===== src/rtl/wallace_mult_pipe.sv =====
// rtl/wallace_mult_pipe.sv - pipelined Wallace-tree multiplier with valid/ready handshakes; optional MAC via WMUL_ACC_EN
module wallace_mult_pipe #(
    parameter int WIDTH       = 8,
    parameter int PIPE_STAGES = 2
) (
    input  logic               clk,
    input  logic               rst,
    input  logic               in_valid,
    output logic               in_ready,
    input  logic [WIDTH-1:0]   a,
    input  logic [WIDTH-1:0]   b,
    input  logic               signed_mode,
    output logic               out_valid,
    input  logic               out_ready,
    output logic [2*WIDTH-1:0] out
`ifdef WMUL_ACC_EN
    ,
    input  logic               acc_clr
`endif
);

    // Number of 3:2 levels needed to bring r0 rows down to two.
    function automatic int num_levels(input int r0);
        int r;
        int n;
        r = r0;
        n = 0;
        for (int i = 0; i < 64; i++) begin
            if (r > 2) begin
                r = r - r / 3;
                n++;
            end
        end
        return n;
    endfunction

    // Row count entering level l when starting from r0 rows.
    function automatic int rows_at(input int r0, input int l);
        int r;
        r = r0;
        for (int i = 0; i < 64; i++) begin
            if (i < l && r > 2) begin
                r = r - r / 3;
            end
        end
        return r;
    endfunction

    localparam int PW     = 2 * WIDTH;
    localparam int MAXR   = WIDTH + 1;           // WIDTH partial-product rows + Baugh-Wooley constant row
    localparam int N      = PIPE_STAGES + 1;
    localparam int LEVELS = num_levels(MAXR);

    typedef logic [MAXR-1:0][PW-1:0] rows_t;

    // AND-array partial products; signed mode inverts the terms where exactly one operand
    // index is the sign bit and adds the correction ones at columns WIDTH and 2*WIDTH-1.
    function automatic rows_t pp_rows(input logic [WIDTH-1:0] x, input logic [WIDTH-1:0] y,
                                      input logic s);
        rows_t r;
        logic  bit_v;
        r = '0;
        for (int i = 0; i < WIDTH; i++) begin
            for (int j = 0; j < WIDTH; j++) begin
                bit_v = x[j] & y[i];
                if (s && ((i == WIDTH - 1) != (j == WIDTH - 1))) begin
                    bit_v = ~bit_v;
                end
                r[i][i+j] = bit_v;
            end
        end
        if (s) begin
            r[WIDTH] = (PW'(1) << WIDTH) | (PW'(1) << (PW - 1));
        end
        return r;
    endfunction

    // One Wallace level: each group of three rows becomes sum + shifted carry, leftovers pass through.
    function automatic rows_t csa_level(input rows_t x, input int r);
        rows_t y;
        int    g;
        y = '0;
        g = r / 3;
        for (int i = 0; 3 * i + 2 < MAXR; i++) begin
            if (i < g) begin
                y[2*i]   = x[3*i] ^ x[3*i+1] ^ x[3*i+2];
                y[2*i+1] = ((x[3*i] & x[3*i+1]) | (x[3*i] & x[3*i+2]) |
                            (x[3*i+1] & x[3*i+2])) << 1;
            end
        end
        for (int j = 0; j < 2; j++) begin
            if (j < r % 3) begin
                y[2*g+j] = x[3*g+j];
            end
        end
        return y;
    endfunction

    // Apply the levels [l0, l1) of the tree.
    function automatic rows_t reduce_range(input rows_t x, input int l0, input int l1);
        rows_t y;
        y = x;
        for (int l = 0; l < LEVELS; l++) begin
            if (l >= l0 && l < l1) begin
                y = csa_level(y, rows_at(MAXR, l));
            end
        end
        return y;
    endfunction

    // Final carry-propagate adder over the two surviving rows.
    function automatic logic [PW-1:0] cpa(input rows_t x);
        return x[0] + x[1];
    endfunction

    logic [N-1:0]  v_q, v_d, load;
    logic [PW-1:0] out_q, out_d;

    // Load enables ripple back from the consumer: a stage moves if any later stage has a hole.
    always_comb begin : p_load
        logic hole;
        hole = out_ready;
        load = '0;
        for (int k = N - 1; k >= 0; k--) begin
            hole    = hole || !v_q[k];
            load[k] = hole;
        end
        v_d    = v_q;
        if (load[0]) begin
            v_d[0] = in_valid;
        end
        for (int k = 1; k < N; k++) begin
            if (load[k]) begin
                v_d[k] = v_q[k-1];
            end
        end
    end

    for (genvar k = 0; k < N; k++) begin : g_stage
        localparam int LO = (k * LEVELS) / N;
        localparam int HI = ((k + 1) * LEVELS) / N;

        rows_t src;
        logic  src_v;
`ifdef WMUL_ACC_EN
        logic  src_clr;
`endif

        if (k == 0) begin : g_src_in
            assign src     = pp_rows(a, b, signed_mode);
            assign src_v   = in_valid;
`ifdef WMUL_ACC_EN
            assign src_clr = acc_clr;
`endif
        end else begin : g_src_prev
            assign src     = g_stage[k-1].g_mid.rows_q;
            assign src_v   = v_q[k-1];
`ifdef WMUL_ACC_EN
            assign src_clr = g_stage[k-1].g_mid.clr_q;
`endif
        end

        if (k < N - 1) begin : g_mid
            rows_t rows_q, rows_d;
`ifdef WMUL_ACC_EN
            logic  clr_q, clr_d;
`endif

            // Carry-save rows advance only with a real beat, so bubbles leave data untouched.
            always_comb begin
                rows_d = rows_q;
`ifdef WMUL_ACC_EN
                clr_d  = clr_q;
`endif
                if (load[k] && src_v) begin
                    rows_d = reduce_range(src, LO, HI);
`ifdef WMUL_ACC_EN
                    clr_d  = src_clr;
`endif
                end
            end

            // Stage data register.
            always_ff @(posedge clk) begin
                if (rst) begin
                    rows_q <= '0;
`ifdef WMUL_ACC_EN
                    clr_q  <= 1'b0;
`endif
                end else begin
                    rows_q <= rows_d;
`ifdef WMUL_ACC_EN
                    clr_q  <= clr_d;
`endif
                end
            end
        end else begin : g_last
            logic [PW-1:0] prod;

            // Remaining tree levels plus the final adder feed the result register.
            always_comb begin
                prod  = cpa(reduce_range(src, LO, LEVELS));
                out_d = out_q;
                if (load[k] && src_v) begin
`ifdef WMUL_ACC_EN
                    // The result register doubles as the accumulator, so sums follow handoff order.
                    out_d = (src_clr ? '0 : out_q) + prod;
`else
                    out_d = prod;
`endif
                end
            end
        end
    end

    // Valid chain and result register.
    always_ff @(posedge clk) begin
        if (rst) begin
            v_q   <= '0;
            out_q <= '0;
        end else begin
            v_q   <= v_d;
            out_q <= out_d;
        end
    end

    assign in_ready  = load[0];
    assign out_valid = v_q[N-1];
    assign out       = out_q;

endmodule

===== config.mk =====
export PLATFORM = sky130hd
export DESIGN_NAME = wallace_mult_pipe
export DESIGN_NICKNAME = d
export VERILOG_FILES = /design/src/rtl/wallace_mult_pipe.sv
export SDC_FILE = /design/constraint.sdc
export NUM_CORES = 1
export LEC_CHECK = 0
export ABC_AREA = 1
export BUFFER_PORTS_ARGS = -buffer_cell sky130_fd_sc_hd__buf_2
export CORE_ASPECT_RATIO = 0.7
export CORE_UTILIZATION = 51
export DETAILED_ROUTE_END_ITERATION = 7
export GPL_TIMING_DRIVEN = 0
export PLACE_DENSITY = 0.67
export SKIP_LAST_GASP = 1
export SLEW_MARGIN = 20
export SYNTH_ARGS = -nofsm -noshare
export SYNTH_HDL_FRONTEND = slang
export SYNTH_SLANG_ARGS = --single-unit

===== constraint.sdc =====
create_clock -name clk -period 3.35 [get_ports clk]
set_input_delay 0 -clock clk [delete_from_list [all_inputs] [get_ports clk]]
set_output_delay 0 -clock clk [all_outputs]
set_load 0.01 [all_outputs]

=== Word-level counts from Yosys, hierarchy flattened ===
Cells that the tools add are included.

* Word-level logic and storage cells: 204
* Input port bits: 21
* Flip-flop bits (word level): 160
* Output and inout bits: 18

* Div/mod/pow operators: 2
* Multiplexer cells: 36
* Bitwise logic cells: 127
* Add/subtract/negate cells: 3
* $lt $le $gt $ge: 10
* Reduce and logical (&&, ||, !) cells: 11
* Multipliers: 1

{| class="wikitable"
|+ Operator list
! operator !! count
|-
| $bwmux W144 || 2
|-
| $mux W144 || 2
|-
| $mux W32 || 6
|-
| $or A15 B15 Y15 || 10
|-
| $bmux W16 S4 || 2
|-
| $lt A32 B6 Y1 const B || 4
|-
| $and A15 B15 Y15 || 8
|-
| $mux W16 || 7
|-
| $xor A16 B16 Y16 || 5
|-
| $add A32 B2 Y32 const B || 2
|-
| $and A1 B1 Y1 || 64
|-
| $demux W16 S4 || 1
|-
| $ge A32 B1 Y1 const B || 2
|-
| $lt A1 B32 Y1 const A || 2
|-
| $lt A2 B32 Y1 const A || 2
|-
| $mux W64 || 1
|-
| $and A14 B15 Y15 || 4
|-
| $demux W16 S3 || 1
|-
| $div A32 B3 Y32 const B || 1
|-
| $mod A32 B3 Y32 const B || 1
|-
| $mul A3 B32 Y32 const A || 1
|-
| $and A11 B13 Y13 || 2
|-
| $add A16 B16 Y16 || 1
|-
| $xor A14 B16 Y16 || 1
|-
| 24 further kinds || 58
|}

=== Depth between registers and ports, before layout ===
Gate-level depths: netlist of run 1.

* Depth after elaboration: 15
* Depth in mapped cells: 15
* Mapped depth without buffers: 15

=== Least setup slack after synthesis of run 1 ===
No wires, ideal clock.

* Path type: flip-flop to flip-flop
* Start point: register g_stage[1].g_mid.rows_q[8] (netlist name)
* End point: register out_q[11] (netlist: out[11])
* Arrival time: 2.332 ns
* Cell stages (with the launch flop): 12
* Slack: 0.909 ns
* Buffers on the path: 0
* Setup time: 0.109 ns
* Period minus slack after synthesis: 2.441 ns
* Data required time: 3.241 ns
* Cell sequence: dfxtp_1 -> inv_1 -> fa_1 -> fa_1 -> inv_1 -> ha_1 -> or2_2 -> nand3_1 -> a21o_1 -> nand3_1 -> nand2_1 -> inv_1

* Word-level cells in the longest chain between the ends: 7
* Elaborated cells between the ends (all ways): 14
* Classes of those cells: add/sub: 1; bitwise: 13

{| class="wikitable"
|+ RTL lines
! item !! RTL line !! source
|-
| from (decl) || 164 || <nowiki>rows_t rows_q, rows_d;</nowiki>
|-
| from (signal assigned) || 191 || <nowiki>rows_q <= rows_d;</nowiki>
|-
| $and A15 B15 Y15 || 87 || <nowiki>y[2*i+1] = ((x[3*i] & x[3*i+1]) | (x[3*i] & x[3*i+2]) |</nowiki>
|-
| $or A15 B15 Y15 (2 in a row) || 87 ||
|-
| $and A15 B15 Y15 || 87 ||
|-
| $or A15 B15 Y15 (2 in a row) || 87 ||
|-
| $add A16 B16 Y16 * || 113 || <nowiki>return x[0] + x[1];</nowiki>
|-
| to (signal assigned) || 223 || <nowiki>out_q <= out_d;</nowiki>
|-
| to (decl) || 117 || <nowiki>logic [PW-1:0] out_q, out_d;</nowiki>
|}

Mark *: on every way between the ends. The rest lies on a longest branch, timed or not.
A chain may end at the register's enable or synchronous reset.

=== Worst setup path in the final report of run 1 ===
* Start point: register g_stage[1].g_mid.rows_q[9] (netlist name)
* End point: register out_q[12] (netlist: out[12])

The elaborated chain is that of the path after synthesis.

==> key figures, run 1 <==
Global route
  – First-pass GRT wire length: 26900 um
  – Vias in the first global route: 5384
  – Initial antenna violation count: 0
  – Grt ovf: 0
  – Gr usage total: 28.4%
  – Largest net degree at the start of global routing: 17

Synthesis
  – Unique masters post-synth: 26
  – Primary FF master, synth: dfxtp_1
  – Syn avg cell area: 7.59 um^2
  – Post-synth net total: 919
  – Main area contributors after synthesis: dfxtp_1 36%, fa_1 12%, nor2_1 9.3%, o21ai_0 7.3%, inv_1 7.0%
  – Seq cells post-synth: 113
  – Synth top cells by count: 156 x nor2_1, 117 x inv_1, 115 x nand2_1, 113 x dfxtp_1, 91 x o21ai_0
  – Yosys Warn Count: 0
  – Async S/R FF share, synth: 0%
  – Mapped Area: 6280 um^2
  – Yosys top cell area share: 36.0%
  – Synth Instances: 827
  – Most numerous cell in the Yosys netlist: nor2_1
  – Sequential share of the synthesized area: 36.0%
  – Post-synth EDFFs: 0
  – Post-synth top area cell: dfxtp_1

Pwr
  – Logic pwr share: 17.0%
  – Share of total power in the clock network: 45.0%
  – PwrDens: 547 nW/um^2
  – Reg power frac: 38.0%
  – Net Sw Power: 1.21 mW
  – Switching Share: 30.8%
  – Max IR drop VDD: 0.419 mV
  – Cell internal pwr: 2.72 mW
  – Lkg Pwr: 3.66 nW

Cells and area
  – Multi-input combinational cell area: 3290 um^2
  – # diodes: 0
  – Reg area: 2260 um^2
  – Post-layout util: 60.7%
  – Filler cell count: 1065
  – Ratio of cells with drive above 1 in the final layout: 11.0%
  – Total Nets Final: 962
  – Area Overhead vs Synth: 14.5%

Die
  – Site row count: 33
  – Die width: 135 um
  – I/O pins: 39
  – Die Height: 94.9 um
  – CORE AREA: 11900 um^2
  – Die area: 12800 um^2
  – Initial Util: 53.0%

CTS
  – Clock tree buffer depth: 2
  – CTS Hold Bufs: 4
  – Clock transition at path regs: 0.06 ns
  – Worst-Skew Late Latency: 0.42 ns
  – Clock Sinks: 113
  – Post_cts resized: 0
  – Clk root buf: clkbuf_16
  – Num CTS Buffers: 17
  – Post-CTS setup buffer count: 0
  – TritonCTS clock tree: yes
  – H-Tree Depth: 4

STA
  – Final setup fails: 0
  – RSZ-0062 raised after global routing: no
  – Final Slew Violations: 0
  – Worst Skew: 0.00766 ns
  – Crit share post-route: 81.7%
  – Relative slew slack: 57.2%
  – Worst-margin pin slew: 0.642 ns
  – Setup TNS: 0 ns
  – Min cycle time layout: 2.74 ns
  – Max Fclk: 366 MHz
  – Final setup margin: 0.614 ns
  – Endpoints failing hold: 0

Placement
  – Hpwl dp: 12300 um
  – GPL Wtd Cong: 0.931
  – Pre-CTS setup slack: 0.685 ns
  – Buffers added on ports: 20

Hold path
  – Hold Path Origin: b[7]
  – Hold Path Cell Cnt: 3
  – Hold path endpoint: g_stage[0].g_mid.rows_q[78]
  – Worst min-delay path class: in2reg

Critical path
  – Reg2reg setup slack: 0.61 ns
  – Start of the worst register-to-register path: g_stage[1].g_mid.rows_q[9]
  – Critical Path RT: 3.67 ns
  – Slowest stage cell, crit path: fa_1
  – Cell breakdown of the critical path: inv_1 -> fa_1 -> fa_1 -> inv_1 -> ha_1 -> a21oi_1 -> nor2_1 -> nor2_1 -> nand2_1 -> nand2_1 -> nand3_1 -> nand2_1 -> inv_1
  – CP Class: reg2reg
  – Critical Path End Type: flip-flop
  – Startpoint Class: flip-flop
  – RR Endpoint: out[12]
  – Arrival time worst endpoint: 3.06 ns
  – Crit-path max cell delay: 0.50 ns
  – Worst reg2reg path depth: 13
  – CP Max Fanout: 4

Routing
  – Initial DRC count: 505
  – Drc violations: 0
  – Routed WL: 16600 um
  – Final ANT Viol Nets: 0
  – DR vias: 5465
  – DRT Pass-1 Iters: 5
  – Via/cell ratio: 5.25
  – DR WL/cell: 15.9 um

Job
  – Max cap viols: 0

Outcome
  – Status: completed
## placed cells by master (no fill, tap or decap), drive strengths merged
master,instances
o21ai,98
a211oi,1
a21o,2
clkinv,7
xnor2,2
buf,45
nor2,166
a21oi,41
or2,1
nand2,119
inv,129
fa,38
nand4,2
dlygate4sd3,4
bufinv,1
dfxtp,113
clkbuf,42
ha,33
nand3,24
xor2,14
clkinvlp,1
## registers in the layout, summed over array words and instances (netlist names)
name,flops
g_stage.g_mid.rows_q,94
out,16
v_q,3
## worst max-delay path by stage
stage	start	to	cells past startpoint
CTS	g_stage[1].g_mid.rows_q[9]	out[12]	13
global route	g_stage[1].g_mid.rows_q[9]	out[12]	13
detailed placement	g_stage[1].g_mid.rows_q[9]	out[12]	13
floorplan	g_stage[1].g_mid.rows_q[8]	out[11]	11
finish	g_stage[1].g_mid.rows_q[9]	out[12]	13
global placement	g_stage[1].g_mid.rows_q[9]	out[14]	13
## metal layers
metal,up-vias,routed length (um),GRT usage [%]
met2,190,7340,45.0
met3,38,1130,4.88
met5,-,0,0
met4,0,361,11.7
met1,2603,7740,38.8
li1,2634,-,-
## worst max-delay path, delay by kind of cell (launching register included)
family	cells	cell delay [ns]
compound gates	1	0.34
fa+ha+maj	3	1.34
buf+inv	3	0.14
flops	1	0.32
simple gates	6	0.49
## cell type report
cell class / count / share of cell area, %
sequential: 113 / 31.4
buffer: 50 / 3.77
multi-input combinational: 541 / 45.7
inverter: 123 / 6.42
clock inverter: 15 / 2.10
timing repair buffer: 24 / 1.95
clock buffer: 17 / 5.91
tap: 157 / 2.73
## logic make-up after synthesis
family                   share of synthesized area (%)
buffers and inverters                             11.7
AO/OA/AOI/OAI                                     11.4
flip-flops                                        36.0
XOR/XNOR                                          2.23
adder cells (fa/ha/maj)                           18.7
AND/OR/NAND/NOR                                   20.0
## per-stage QoR
step / total power, mW / cells / hold slack (ns) / instance area, um^2
3_5_place_dp: 2.17 / 1004 / 0.297 / 6580
3_3_place_gp: 2.15 / 1004 / 0.290 / 6580
4_1_cts: 3.93 / 1040 / 0.00352 / 7190
6_report: 3.94 / 1040 / 0.0168 / 7190
5_1_grt: 4.11 / 1040 / 0.0379 / 7190
2_1_floorplan: 1.97 / 827 / 0.221 / 6280
## power groups by stage
stage                     sequential, mW  clock (mW)  combinational (mW)
final                               1.49        1.77               0.669
after global placement              1.52           0               0.632
after floorplan                     1.52           0               0.454
after global routing                1.50        1.85               0.760
after CTS                           1.49        1.78               0.659
after detailed placement            1.52           0               0.646
Power figures use the tool's default switching activity.
==> run 2, diff against run 1 <==
==> constraint.sdc (replaced) <==
create_clock -name clk -period 2.85 [get_ports clk]
set_input_delay 0 -clock clk [delete_from_list [all_inputs] [get_ports clk]]
set_output_delay 0 -clock clk [all_outputs]
set_load 0.01 [all_outputs]
==> run 2 against run 1 <==
Against the previous run:
- worst hold slack gained 0.0066 ns
- largest cell class unchanged
- sequential power grew 18%
- global-route usage is the same
- via count grew 0.40%
- highest routed layer unchanged
==> key figures, run 2 (synthesis gave the netlist of run 1 again) <==
STA
  – Worst Skew: 0.00768 ns
  – Min cycle time layout: 2.71 ns
  – Endpoints failing hold: 0
  – Crit share post-route: 95.2%
  – RSZ-0062 raised after global routing: no
  – Max Fclk: 369 MHz
  – WHS: 0.0234 ns
  – Setup TNS: 0 ns
  – Final setup fails: 0
  – Final setup margin: 0.137 ns
  – Worst-margin pin slew: 0.639 ns
  – Relative slew slack: 57.4%
  – Final Slew Violations: 0

CTS
  – Clock transition at path regs: 0.06 ns
  – TritonCTS clock tree: yes
  – Clock Sinks: 113
  – Clk root buf: clkbuf_16
  – H-Tree Depth: 4
  – Worst-Skew Late Latency: 0.42 ns
  – Num CTS Buffers: 17
  – Clock tree buffer depth: 2
  – Post-CTS setup buffer count: 0

Critical path
  – Arrival time worst endpoint: 3.02 ns
  – Critical Path RT: 3.16 ns
  – Worst Path Buf+Inv: 1
  – CP Class: reg2reg
  – Startpoint Class: flip-flop
  – Slowest stage cell, crit path: fa_1
  – Critical Path End Type: flip-flop
  – Reg2reg setup slack: 0.14 ns
  – Family with the most delay on the worst path: adder cells
  – Cell breakdown of the critical path: fa_1 -> ha_1 -> ha_1 -> fa_1 -> nand2_1 -> nand3_1 -> nand2_1 -> xnor2_1 -> o21ai_0 -> inv_1
  – CP Max Fanout: 3
  – Crit-path max cell delay: 0.53 ns

Routing
  – Initial DRC count: 502
  – Via/cell ratio: 5.28
  – DR WL/cell: 15.8 um
  – DRT Pass-1 Iters: 6
  – Drc violations: 0
  – Final ANT Viol Nets: 0
  – Routed WL: 16500 um
  – DR vias: 5487

Pwr
  – Net Sw Power: 1.42 mW
  – Share of total power in the clock network: 45.0%
  – Total power: 4.62 mW
  – Max IR drop VDD: 0.492 mV
  – Lkg Pwr: 3.66 nW
  – Reg power frac: 38.0%
  – PwrDens: 642 nW/um^2
  – Switching Share: 30.7%
  – Logic pwr share: 17.0%
  – Cell internal pwr: 3.20 mW

Cells and area
  – Ratio of cells with drive above 1 in the final layout: 11.2%
  – Filler cell count: 1063
  – Total Nets Final: 962
  – Commonest cells after routing, fill and taps aside: 156 x nor2_1, 117 x inv_1, 115 x nand2_1, 113 x dfxtp_1, 91 x o21ai_0
  – Multi-input combinational cell area: 3290 um^2
  – Biggest register: g_stage.g_mid.rows_q
  – Max reg flops: 94
  – # diodes: 0
  – Reg area: 2260 um^2
  – Fin area: 7200 um^2
  – Commonest non-fill, non-tap cell in the layout: nor2_1
  – Area Overhead vs Synth: 14.7%

Placement
  – Pre-CTS setup slack: 0.185 ns
  – GPL Wtd Cong: 0.931
  – Hpwl dp: 12300 um
  – Buffers added on ports: 20
  – Post-place instance area: 6580 um^2

Global route
  – Most used routing layer: met2
  – Gr usage total: 28.4%
  – Largest net degree at the start of global routing: 17
  – Grt met1 use: 38.8%
  – Grt ovf: 0
  – First-pass GRT wire length: 26900 um
  – Vias in the first global route: 5384
  – GR Util met3: 4.88%
  – GR Layer Usage met2: 45.0%
  – Initial antenna violation count: 0

Job
  – Max cap viols: 0

Hold path
  – Worst min-delay path class: in2reg

Die
  – Initial Util: 53.0%
  – Die area: 12800 um^2
  – Site row count: 33
  – Die Height: 94.9 um
  – CORE AREA: 11900 um^2
  – Die width: 135 um
  – I/O pins: 39

Outcome
  – Status: completed
==> run 2: final timing paths <==
path	depth (start not counted)	to	from
max	10	out[9]	g_stage[1].g_mid.rows_q[21]
min	3	g_stage[0].g_mid.rows_q[78]	b[7]
max reg2reg	10	out[9]	g_stage[1].g_mid.rows_q[21]
min reg2reg	2	g_stage[1].g_mid.rows_q[63]	g_stage[1].g_mid.rows_q[63]
==> run 2: timing repair <==
action	CTS	global route
gates resized for setup	0	2
hold endpoints to repair	11	0
setup endpoints to repair	0	4
hold buffers	4	0
==> run 2: metal layers <==
layer | share of wire, % | wire [um]
met2 | 45 | 7370
met5 | 0 | 0
met3 | 6.0 | 990
met4 | 1.9 | 321
met1 | 47 | 7800
==> run 2: cell type report <==
type / instances / share of cell area, %
tap: 157 / 2.73
multi-input combinational: 541 / 45.7
timing repair buffer: 24 / 1.95
inverter: 123 / 6.41
clock buffer: 17 / 5.91
sequential: 113 / 31.4
buffer: 50 / 3.77
clock inverter: 15 / 2.10
==> run 2: power groups by stage <==
stage	clock network, mW	logic (mW)	registers [mW]
6_report	2.08	0.786	1.76
4_1_cts	2.09	0.775	1.76
3_3_place_gp	0	0.743	1.78
5_1_grt	2.17	0.897	1.77
3_5_place_dp	0	0.759	1.79
2_1_floorplan	0	0.534	1.78
==> run 2: worst reg2reg max path, delay by kind of cell (launching register included) <==
family | cells | cell delay (ns)
fa+ha+maj | 4 | 1.56
flops | 1 | 0.37
compound gates | 1 | 0.18
buf+inv | 1 | 0.05
xor+xnor | 1 | 0.11
simple gates | 3 | 0.32
==> run 2: metrics by stage <==
stage          cells  utilization, %
2_1_floorplan    827               -
6_report        1040            60.8
4_1_cts         1040            60.7
3_3_place_gp    1004            55.5
3_5_place_dp    1004            55.5
5_1_grt         1040            60.8
